**config.mk**
```make
export PLATFORM = sky130hd
export DESIGN_NAME = serial_frame_master_flat
export DESIGN_NICKNAME = d
export VERILOG_FILES = /design/src/rtl/serial_frame_master_if.sv /design/src/rtl/serial_frame_master.sv /design/src/flat_wrapper.sv
export SDC_FILE = /design/constraint.sdc
export NUM_CORES = 1
export LEC_CHECK = 0
export CAP_MARGIN = 10
export CELL_PAD_IN_SITES_DETAIL_PLACEMENT = 1
export CELL_PAD_IN_SITES_GLOBAL_PLACEMENT = 1
export CORE_MARGIN = 2
export CORE_UTILIZATION = 44
export DETAILED_ROUTE_END_ITERATION = 7
export PLACE_DENSITY_LB_ADDON = 0.1
export SLEW_MARGIN = 15
export SYNTH_ARGS = -nofsm -noshare
export SYNTH_HDL_FRONTEND = slang
export SYNTH_SLANG_ARGS = --single-unit
```
**constraint.sdc**
```tcl
create_clock -name clk -period 2.4 [get_ports clk]
set_input_delay 0.36 -clock clk [delete_from_list [all_inputs] [get_ports clk]]
set_output_delay 0.36 -clock clk [all_outputs]
set_load 0.02 [all_outputs]
```
**src/rtl/serial_frame_master_if.sv**
```systemverilog
// ---------------------------------------------------------------------------
// serial_frame_master_if
// UART-side handshake bundle for serial_frame_master.
//   rx_valid  one-cycle strobe, a byte has been received
//   rx_data   received byte, valid with rx_valid
//   tx_busy   UART transmitter busy
//   tx_start  one-cycle request to transmit tx_data
//   tx_data   byte to transmit, stable while tx_start is high
// master: the frame master (consumes rx, produces tx requests)
// slave:  the UART side
// ---------------------------------------------------------------------------
interface serial_frame_master_if;
    logic       rx_valid;
    logic [7:0] rx_data;
    logic       tx_busy;
    logic       tx_start;
    logic [7:0] tx_data;

    modport master (
        input  rx_valid,
        input  rx_data,
        input  tx_busy,
        output tx_start,
        output tx_data
    );

    modport slave (
        output rx_valid,
        output rx_data,
        output tx_busy,
        input  tx_start,
        input  tx_data
    );
endinterface

```
**src/rtl/serial_frame_master.sv**
```systemverilog
// ---------------------------------------------------------------------------
// serial_frame_master
// Assembles UART bytes into {address, payload} frames and shifts each frame
// out on a shared serial bus as start(0), address MSB first, payload MSB
// first, stop(1). Optionally echoes the address back over the UART after
// each frame. One frame can be assembled while the previous one shifts.
// Ports:
//   clk           sole clock, rising edge
//   rst           synchronous active-high reset
//   uart          UART handshake bundle (master modport)
//   serial_out_o  serial bus to the nodes, idles high
//   frame_busy_o  a frame is assembling, pending or being shifted/acked
//   drop_err_o    one-cycle pulse when a byte or partial frame is discarded
// ---------------------------------------------------------------------------
module serial_frame_master #(
    parameter int unsigned ADDR_W     = 8,
    parameter int unsigned DATA_BYTES = 1,
    parameter int unsigned TIMEOUT    = 65535,
    parameter bit          ACK_EN     = 1'b1
) (
    input  logic                  clk,
    input  logic                  rst,
    serial_frame_master_if.master uart,
    output logic                  serial_out_o,
    output logic                  frame_busy_o,
    output logic                  drop_err_o
);
    localparam int unsigned PayW = 8 * DATA_BYTES;
    localparam int unsigned FrmW = ADDR_W + PayW;

    localparam logic [2:0] StIdle  = 3'd0;
    localparam logic [2:0] StStart = 3'd1;
    localparam logic [2:0] StAddr  = 3'd2;
    localparam logic [2:0] StData  = 3'd3;
    localparam logic [2:0] StStop  = 3'd4;
    localparam logic [2:0] StAck   = 3'd5;

    logic [2:0]        state_q, state_d;
    logic [FrmW-1:0]   shift_q, shift_d;
    logic [5:0]        bit_cnt_q, bit_cnt_d;
    logic [7:0]        tx_data_q, tx_data_d;
    logic [2:0]        byte_cnt_q, byte_cnt_d;
    logic              full_q, full_d;
    logic [ADDR_W-1:0] addr_q, addr_d;
    logic [PayW-1:0]   pay_q, pay_d;
    logic [15:0]       tmo_q, tmo_d;

    logic       load, accept, overflow, expire;
    logic [2:0] byte_idx;
    logic [7:0] addr_ext;

    // The shifter drains the assembly register in the same cycle a new byte
    // may arrive, so that byte is accepted rather than dropped.
    assign load     = (state_q == StIdle) && full_q;
    assign accept   = uart.rx_valid && (!full_q || load);
    assign overflow = uart.rx_valid && full_q && !load;
    // Expiry fires on the TIMEOUT-th idle cycle; it wins over a byte arriving
    // in the same cycle, which then restarts assembly as byte 0.
    assign expire   = (byte_cnt_q != 3'd0) && !full_q && (tmo_q == 16'(TIMEOUT - 1));
    assign byte_idx = expire ? 3'd0 : byte_cnt_q;

    always_comb begin
        addr_ext              = '0;
        addr_ext[ADDR_W-1:0]  = addr_q;
    end

    // Frame assembly and inter-byte timeout
    always_comb begin
        byte_cnt_d = byte_cnt_q;
        full_d     = full_q;
        addr_d     = addr_q;
        pay_d      = pay_q;
        tmo_d      = tmo_q;
        if (load) begin
            full_d = 1'b0;
        end
        if (accept) begin
            tmo_d = '0;
            if (byte_idx == 3'd0) begin
                addr_d = uart.rx_data[ADDR_W-1:0];
            end
            // First payload byte lands in the most significant position
            for (int k = 1; k <= DATA_BYTES; k++) begin
                if (byte_idx == 3'(k)) begin
                    pay_d[PayW-8*k +: 8] = uart.rx_data;
                end
            end
            if (byte_idx == 3'(DATA_BYTES)) begin
                full_d     = 1'b1;
                byte_cnt_d = '0;
            end else begin
                byte_cnt_d = byte_idx + 3'd1;
            end
        end else if (expire) begin
            byte_cnt_d = '0;
            tmo_d      = '0;
        end else if ((byte_cnt_q != 3'd0) && !full_q) begin
            tmo_d = tmo_q + 16'd1;
        end
    end

    // Serial shifter
    always_comb begin
        state_d   = state_q;
        shift_d   = shift_q;
        bit_cnt_d = bit_cnt_q;
        tx_data_d = tx_data_q;
        case (state_q)
            StIdle: begin
                if (full_q) begin
                    shift_d   = {addr_q, pay_q};
                    tx_data_d = addr_ext;
                    state_d   = StStart;
                end
            end
            StStart: begin
                state_d   = StAddr;
                bit_cnt_d = 6'(ADDR_W - 1);
            end
            StAddr: begin
                shift_d = shift_q << 1;
                if (bit_cnt_q == 6'd0) begin
                    state_d   = StData;
                    bit_cnt_d = 6'(PayW - 1);
                end else begin
                    bit_cnt_d = bit_cnt_q - 6'd1;
                end
            end
            StData: begin
                shift_d = shift_q << 1;
                if (bit_cnt_q == 6'd0) begin
                    state_d = StStop;
                end else begin
                    bit_cnt_d = bit_cnt_q - 6'd1;
                end
            end
            StStop: state_d = ACK_EN ? StAck : StIdle;
            StAck: begin
                if (!uart.tx_busy) begin
                    state_d = StIdle;
                end
            end
            default: state_d = StIdle;
        endcase
    end

    always_ff @(posedge clk) begin
        if (rst) begin
            state_q    <= StIdle;
            shift_q    <= '0;
            bit_cnt_q  <= '0;
            tx_data_q  <= '0;
            byte_cnt_q <= '0;
            full_q     <= 1'b0;
            addr_q     <= '0;
            pay_q      <= '0;
            tmo_q      <= '0;
        end else begin
            state_q    <= state_d;
            shift_q    <= shift_d;
            bit_cnt_q  <= bit_cnt_d;
            tx_data_q  <= tx_data_d;
            byte_cnt_q <= byte_cnt_d;
            full_q     <= full_d;
            addr_q     <= addr_d;
            pay_q      <= pay_d;
            tmo_q      <= tmo_d;
        end
    end

    always_comb begin
        serial_out_o = 1'b1;
        if (state_q == StStart) begin
            serial_out_o = 1'b0;
        end else if ((state_q == StAddr) || (state_q == StData)) begin
            serial_out_o = shift_q[FrmW-1];
        end
    end

    assign uart.tx_start = (state_q == StAck) && !uart.tx_busy;
    assign uart.tx_data  = tx_data_q;
    assign frame_busy_o  = (state_q != StIdle) || full_q || (byte_cnt_q != 3'd0);
    assign drop_err_o    = overflow || expire;

endmodule

```
**src/flat_wrapper.sv**
```systemverilog
// flat-port wrapper written by rule: the top's interface ports become plain ports
module serial_frame_master_flat 
#(
    parameter int unsigned ADDR_W     = 8,
    parameter int unsigned DATA_BYTES = 1,
    parameter int unsigned TIMEOUT    = 65535,
    parameter bit          ACK_EN     = 1'b1
)
  (clk, rst, serial_out_o, frame_busy_o, drop_err_o, uart_rx_valid, uart_rx_data, uart_tx_busy, uart_tx_start, uart_tx_data);
  serial_frame_master_if uart_i ();
  input  logic clk;
  input  logic rst;
  output logic serial_out_o;
  output logic frame_busy_o;
  output logic drop_err_o;
  input wire logic [$bits(uart_i.rx_valid)-1:0] uart_rx_valid;
  input wire logic [$bits(uart_i.rx_data)-1:0] uart_rx_data;
  input wire logic [$bits(uart_i.tx_busy)-1:0] uart_tx_busy;
  output wire logic [$bits(uart_i.tx_start)-1:0] uart_tx_start;
  output wire logic [$bits(uart_i.tx_data)-1:0] uart_tx_data;
  assign uart_i.rx_valid = uart_rx_valid;
  assign uart_i.rx_data = uart_rx_data;
  assign uart_i.tx_busy = uart_tx_busy;
  assign uart_tx_start = uart_i.tx_start;
  assign uart_tx_data = uart_i.tx_data;
  serial_frame_master #(.ADDR_W(ADDR_W), .DATA_BYTES(DATA_BYTES), .TIMEOUT(TIMEOUT), .ACK_EN(ACK_EN)) u_core (.clk(clk), .rst(rst), .uart(uart_i), .serial_out_o(serial_out_o), .frame_busy_o(frame_busy_o), .drop_err_o(drop_err_o));
endmodule
```
==> results.sh, run 1 <==
export IMPL_coreArea_mm2=0.00718
export IMPL_syn_nets=378
export IMPL_yosysSeqAreaShare_pct=43.0
export IMPL_num_antenna_cells=0
export IMPL_grt_max_degree=33
export IMPL_rsz0062_at_grt="no"
export IMPL_max_slew_worst_pin_slew_ns=0.599
export IMPL_power_density_mw_per_mm2=686
export IMPL_grt_util_all_layers_pct=21.5
export IMPL_relSlewSlack_pct=59.7
export IMPL_period_needed_ns=2.28
export IMPL_finalCritPeriodShare_pct=95.0
export IMPL_synth_area_leader_cell="dfxtp_1"
export IMPL_hold_buffers=0
export IMPL_yosys_warnings=0
export IMPL_drc=0
export IMPL_synth_area_leaders="dfxtp_1 (43%), nand2_1 (6.7%), mux2i_1 (5.9%), nand2b_1 (5.1%), a21oi_1 (3.0%)"
export IMPL_r2r_end="u_core.pay_q[3]$_SDFFE_PP0P_"
export IMPL_synthAdderAreaFrac_pct=1.17
export IMPL_ir_worst_vdd_v=0.000292
export IMPL_clkSinkCount=69
export IMPL_reg2reg_depth=6
export IMPL_ios=24
export IMPL_required_ns=2.04
export IMPL_ys_seq_elements=69
export IMPL_ys_types=54
export IMPL_fin_skew_ns=0.0123
export IMPL_rrSetupSlack_ns=0.35
export IMPL_grt_antenna_before_repair=0
export IMPL_drt_wirelength_per_cell_um=15.5
export IMPL_synthSimpleGateAreaFrac_pct=28.0
export IMPL_final_common_cell="dfxtp_1"
export IMPL_dpl_cell_area_mm2=0.00363
export IMPL_ys_async_sr_fraction_pct=0
export IMPL_syn_area_mm2=0.00321
export IMPL_fmax_mhz=439
export IMPL_final_nets=415
export IMPL_min_from="rst"
export IMPL_start_util_pct=44.8
export IMPL_synth_area_per_cell_um2=8.85
export IMPL_vias_per_cell=5.46
export IMPL_mostFrequentLayoutCells="dfxtp_1 (68), nand2_1 (57), nand2b_1 (26), nor2_1 (24)"
export IMPL_route_vias_total=2750
export IMPL_hold_viol_final=0
export IMPL_fin_area_mm2=0.00389
export IMPL_dr_first_iter_drc_count=81
export IMPL_maxCapViolCount=0
export IMPL_clock_latency_ns=0.34
export IMPL_setup_viol=0
export IMPL_drive_gt1_share_pct=13.6
export IMPL_muxShareOfSynthArea_pct=5.92
export IMPL_report_final_slew_viol_count=0
export IMPL_synth_top_area_share_pct=43.0
export IMPL_max_clock_path_buffers=2
export IMPL_p_leak_uw=0.00138
export IMPL_finalWeightedCongestion=0.786
export IMPL_die_w_um=89.4
export IMPL_path_clk_slew_ns=0.08
export IMPL_die_area_mm2=0.00800
export IMPL_synth_edff_count=0
export IMPL_synth_compound_area_share_pct=16.5
export IMPL_rows=31
export IMPL_end_kind="primary output"
export IMPL_crit_arrival_ns=1.92
export IMPL_cts_tree="built"
export IMPL_cts_buffers=9
export IMPL_numPortBuffers=23
export IMPL_area_delta_synth_final_pct=21.1
export IMPL_intPower_uw=1980
export IMPL_htree_levels=3
export IMPL_hold_path_class="in2reg"
export IMPL_critPathMaxFanout=10
export IMPL_pwr_share_seq_pct=46.0
export IMPL_power_frac_comb_pct=12.6
export IMPL_switching_share_pct=25.9
export IMPL_r2r_start="u_core.state_q[1]$_SDFFE_PP0P_"
export IMPL_startpoint_type="register"
export IMPL_p_sw_uw=690
export IMPL_fin_tns_setup_ns=0
export IMPL_die_y_um=89.4
export IMPL_first_pass_iters=4
export IMPL_hold_path_endpoint="u_core.state_q[2]$_SDFFE_PP0P_"
export IMPL_ant_nets=0
export IMPL_status="complete, no violations"
export IMPL_wl_um=7830
export IMPL_ys_flop_type="dfxtp_1"
export IMPL_hold_path_depth=2
export IMPL_post_dp_hpwl_um=5560
export IMPL_synth_cells=363
export IMPL_synth_top_family_by_area="simple AND/OR/NAND/NOR gates"
export IMPL_grt_pass1_wl_um=13200
export IMPL_fill_cells=839
export IMPL_first_global_vias=2760
export IMPL_clockRootBuffer="clkbuf_8"
export IMPL_grt_overflow=0
export IMPL_synth_xor_area_share_pct=2.45
export IMPL_clkPwrFrac_pct=41.4
export IMPL_worstSetupPathType="reg2out"
power groups by stage:
| stage | sequential (uW) | clock (uW) | combinational (uW) |
|---|---|---|---|
| 5_1_grt | 1230 | 1190 | 372 |
| 3_3_place_gp | 1250 | 0 | 327 |
| 4_1_cts | 1230 | 1130 | 337 |
| 3_5_place_dp | 1250 | 0 | 337 |
| 2_1_floorplan | 1250 | 0 | 228 |
| 6_report | 1230 | 1100 | 335 |
Yosys cell counts, drive strengths merged, types with 2 or more instances:
cell,n
nor4b,3
xor2,4
a2bb2oi,2
nor3,7
clkbuf,13
dfxtp,69
a21oi,21
mux2i,19
a311oi,9
nor2b,7
a31oi,9
a211oi,2
xnor2,5
inv,6
nor3b,2
or4,6
nand2,58
ha,3
nand2b,26
nand3,8
buf,4
a21o,4
or3,10
a21boi,2
nor2,24
nand4,5
o21ai,6
nand3b,2
o31ai,5
o21bai,2
nor4,7
flip-flops by register name, summed over array words and instances, names as in the netlist:
name,cells
u_core.full_q,1
u_core.byte_cnt_q,3
u_core.addr_ext,8
u_core.tmo_q,16
u_core.pay_q,8
u_core.state_q,3
u_core.uart.tx_data,8
u_core.shift_q,16
u_core.bit_cnt_q,6
worst max-delay path, stage by stage, from the launching register on:
cell	delay, ns
dfxtp_1	0.43
nand3_4	0.16
nor4_2	0.32
buf_4	0.19
a32o_1	0.14
dlygate4sd2_1	0.34
worst max path at each step:
| stage | slack, ns | cells after the start | start | endpoint |
|---|---|---|---|---|
| after floorplan | 0.62 | 4 | u_core.tmo_q[4]$_SDFFE_PP0P_ | u_core.tmo_q[14]$_SDFFE_PP0P_ |
| after global placement | 0.18 | 4 | u_core.tmo_q[13]$_SDFFE_PP0P_ | drop_err_o |
| after detailed placement | 0.1 | 4 | u_core.tmo_q[13]$_SDFFE_PP0P_ | drop_err_o |
| after CTS | 0.04 | 4 | u_core.state_q[1]$_SDFFE_PP0P_ | serial_out_o |
| after global routing | 0.002 | 5 | u_core.tmo_q[1]$_SDFFE_PP0P_ | drop_err_o |
| final | 0.12 | 5 | u_core.tmo_q[4]$_SDFFE_PP0P_ | drop_err_o |
stage by stage:
| step | worst slack, ns | utilization (%) | hold WS (ns) | power (uW) | std cells |
|---|---|---|---|---|---|
| finish | 0.120 | 54.2 | 0.404 | 2670 | 504 |
| floorplan | 0.624 | - | 0.449 | 1470 | 363 |
| detailed placement | 0.0989 | 50.6 | 0.449 | 1590 | 487 |
| global placement | 0.182 | 50.6 | 0.446 | 1580 | 487 |
| CTS | 0.0366 | 54.0 | 0.387 | 2700 | 503 |
| global route | 0.00231 | 54.2 | 0.432 | 2800 | 504 |
repair_timing:
action,CTS,global route
endpoints found under the setup margin,2,3
resized for setup,4,2
setup buffers,0,1
pin swaps,0,1
cells by family after synthesis:
family | count (synthesis)
and+or+nand+nor | 168
xor gates and xnor gates | 9
buffers and inverters | 23
AOI/OAI and AO/OA | 72
adders and majority gates | 3
DFF | 69
muxes | 19
metal layers:
| metal | wire length (um) | track usage [%] | up-vias |
|---|---|---|---|
| met5 | 0 | 0 | - |
| met4 | 104 | 8.14 | 0 |
| met3 | 211 | 4.80 | 9 |
| met2 | 3830 | 35.1 | 33 |
| met1 | 3690 | 27.8 | 1333 |
| li1 | - | - | 1375 |
cell type report:
cell class	count	area, um^2	share of cell area (%)
clock buffer	11	151	3.89
tap	99	124	3.18
clock inverter	5	81.3	2.09
inverter	6	22.5	0.579
sequential	69	1380	35.5
multi-input combinational	271	1760	45.1
timing repair buffer	43	373	9.59
No activity file was read; power rests on OpenSTA's default activity.
==> run 2, diff against run 1 <==
==> constraint.sdc (replaced) <==
create_clock -name clk -period 2.4 [get_ports clk]
set_input_delay 0.36 -clock clk [delete_from_list [all_inputs] [get_ports clk]]
set_output_delay 0.36 -clock clk [all_outputs]
set_load 0.05 [all_outputs]
==> results.sh, run 2 (synthesized netlist as in run 1, its figures left out) <==
export IMPL_reg2reg_depth=6
export IMPL_ir_worst_vdd_v=0.000298
export IMPL_mostFrequentLayoutCells="dfxtp_1 (69), nand2_1 (57), nand2b_1 (26), nor2_1 (24)"
export IMPL_startpoint_type="register"
export IMPL_hold_path_class="in2reg"
export IMPL_coreArea_mm2=0.00718
export IMPL_grt_util_all_layers_pct=20.8
export IMPL_fin_tns_setup_ns=0
export IMPL_max_slew_worst_pin_slew_ns=0.606
export IMPL_finalWeightedCongestion=0.761
export IMPL_ios=24
export IMPL_maxCapViolCount=0
export IMPL_max_clock_path_buffers=2
export IMPL_place_ws_ns=0.318
export IMPL_r2r_start="u_core.byte_cnt_q[1]$_SDFF_PP0_"
export IMPL_status="complete, no violations"
export IMPL_cts_tree="built"
export IMPL_postCtsSetupBuffers=0
export IMPL_start_util_pct=44.8
export IMPL_end_kind="primary output"
export IMPL_htree_levels=3
export IMPL_die_y_um=89.4
export IMPL_relSlewSlack_pct=59.3
export IMPL_grt_antenna_before_repair=0
export IMPL_critPathMaxFanout=10
export IMPL_rrSetupSlack_ns=0.50
export IMPL_first_pass_iters=4
export IMPL_wl_um=7670
export IMPL_finalCritPeriodShare_pct=93.8
export IMPL_p_leak_uw=0.00131
export IMPL_rsz0062_at_grt="no"
export IMPL_grt_pass1_wl_um=12700
export IMPL_report_final_slew_viol_count=0
export IMPL_required_ns=2.04
export IMPL_cts_resized=0
export IMPL_grt_overflow=0
export IMPL_clkSinkCount=69
export IMPL_drc=0
export IMPL_layout_setup_ws_ns=0.148
export IMPL_r2r_end="u_core.pay_q[6]$_SDFFE_PP0P_"
export IMPL_post_dp_hpwl_um=5380
export IMPL_hold_path_depth=3
export IMPL_area_delta_synth_final_pct=16.9
export IMPL_dr_first_iter_drc_count=96
export IMPL_crit_arrival_ns=1.89
export IMPL_hold_viol_final=0
export IMPL_drive_gt1_share_pct=11.4
export IMPL_final_nets=406
export IMPL_ant_nets=0
export IMPL_dp_cells=479
export IMPL_final_cells=495
export IMPL_clockRootBuffer="clkbuf_8"
export IMPL_fin_area_mm2=0.00376
export IMPL_die_area_mm2=0.00800
export IMPL_period_needed_ns=2.25
export IMPL_dpl_cell_area_mm2=0.00359
export IMPL_vias_per_cell=5.50
export IMPL_fmax_mhz=444
export IMPL_num_antenna_cells=0
export IMPL_hold_buffers=0
export IMPL_setup_viol=0
export IMPL_drt_wirelength_per_cell_um=15.5
export IMPL_grt_max_degree=61
export IMPL_top_regs="u_core.shift_q: 16 flops, u_core.tmo_q: 16 flops"
export IMPL_fill_cells=863
export IMPL_min_from="rst"
export IMPL_worstSetupPathType="reg2out"
export IMPL_route_vias_total=2724
export IMPL_fin_skew_ns=0.00846
export IMPL_rows=31
export IMPL_final_common_cell="dfxtp_1"
export IMPL_hold_path_endpoint="u_core.byte_cnt_q[0]$_SDFF_PP0_"
export IMPL_cts_buffers=9
export IMPL_clock_latency_ns=0.35
export IMPL_numPortBuffers=23
export IMPL_die_w_um=89.4
export IMPL_power_density_mw_per_mm2=641
export IMPL_path_clk_slew_ns=0.07
export IMPL_first_global_vias=2721
run 2: cell count changes in the layout (fill, tap and decap cells not counted), moves of 2 or more:
| cell | change |
|---|---|
| clkinv_2 | +2 |
| buf_12 | +2 |
| dlygate4sd2_1 | -2 |
| bufinv_16 | -2 |
| clkbuf_1 | +2 |
| buf_4 | -7 |
| clkdlybuf4s50_1 | -2 |
run 2: metrics by stage:
step / utilization [%] / total power [uW] / hold WS, ns
floorplan: - / 1490 / 0.449
global placement: 50.0 / 1580 / 0.444
detailed placement: 50.0 / 1600 / 0.451
CTS: 52.3 / 2440 / 0.353
global route: 52.3 / 2530 / 0.390
finish: 52.3 / 2410 / 0.367
run 2: final cells by class:
type / count / area [um^2] / area share, %
inverters: 6 / 22.5 / 0.600
clock buffers: 12 / 145 / 3.86
well taps: 99 / 124 / 3.30
clock inverters: 4 / 23.8 / 0.633
multi-input cells: 271 / 1740 / 46.2
flip-flops and latches: 69 / 1380 / 36.8
repair buffers: 34 / 323 / 8.59
run 2: how the worst max path moves through the flow:
stage                               startpoint                               to  slack, ns  cells after the start
2_1_floorplan   u_core.state_q[0]$_SDFFE_PP0P_                    uart_tx_start       0.06                      3
3_3_place_gp                     uart_rx_valid  u_core.addr_ext[6]$_SDFFE_PP0P_       0.44                      5
3_5_place_dp                     uart_rx_valid  u_core.addr_ext[4]$_SDFFE_PP0P_       0.32                      5
4_1_cts           u_core.tmo_q[4]$_SDFFE_PP0P_                       drop_err_o       0.11                      5
5_1_grt        u_core.byte_cnt_q[1]$_SDFF_PP0_                       drop_err_o       0.05                      5
6_report          u_core.tmo_q[4]$_SDFFE_PP0P_                       drop_err_o       0.15                      5
run 2: where the power goes:
part	leakage [uW]	internal [uW]	switching [uW]
clock network	0.0000901	401	442
registers	0.000559	1190	38.4
logic	0.000657	134	201
run 2: critical path: stages (launching register included):
cell and delay, ns:
dfxtp_1 0.42, nand3_4 0.16, nor4_1 0.41, buf_4 0.21, a32o_1 0.19, buf_12 0.15
run 2: layer usage:
layer | vias to the layer above | GRT usage (%) | wire length [um]
li1 | 1351 | - | -
met1 | 1329 | 26.1 | 3510
met2 | 35 | 35.6 | 3850
met3 | 9 | 4.52 | 211
met4 | 0 | 6.51 | 100
met5 | - | 0 | 0
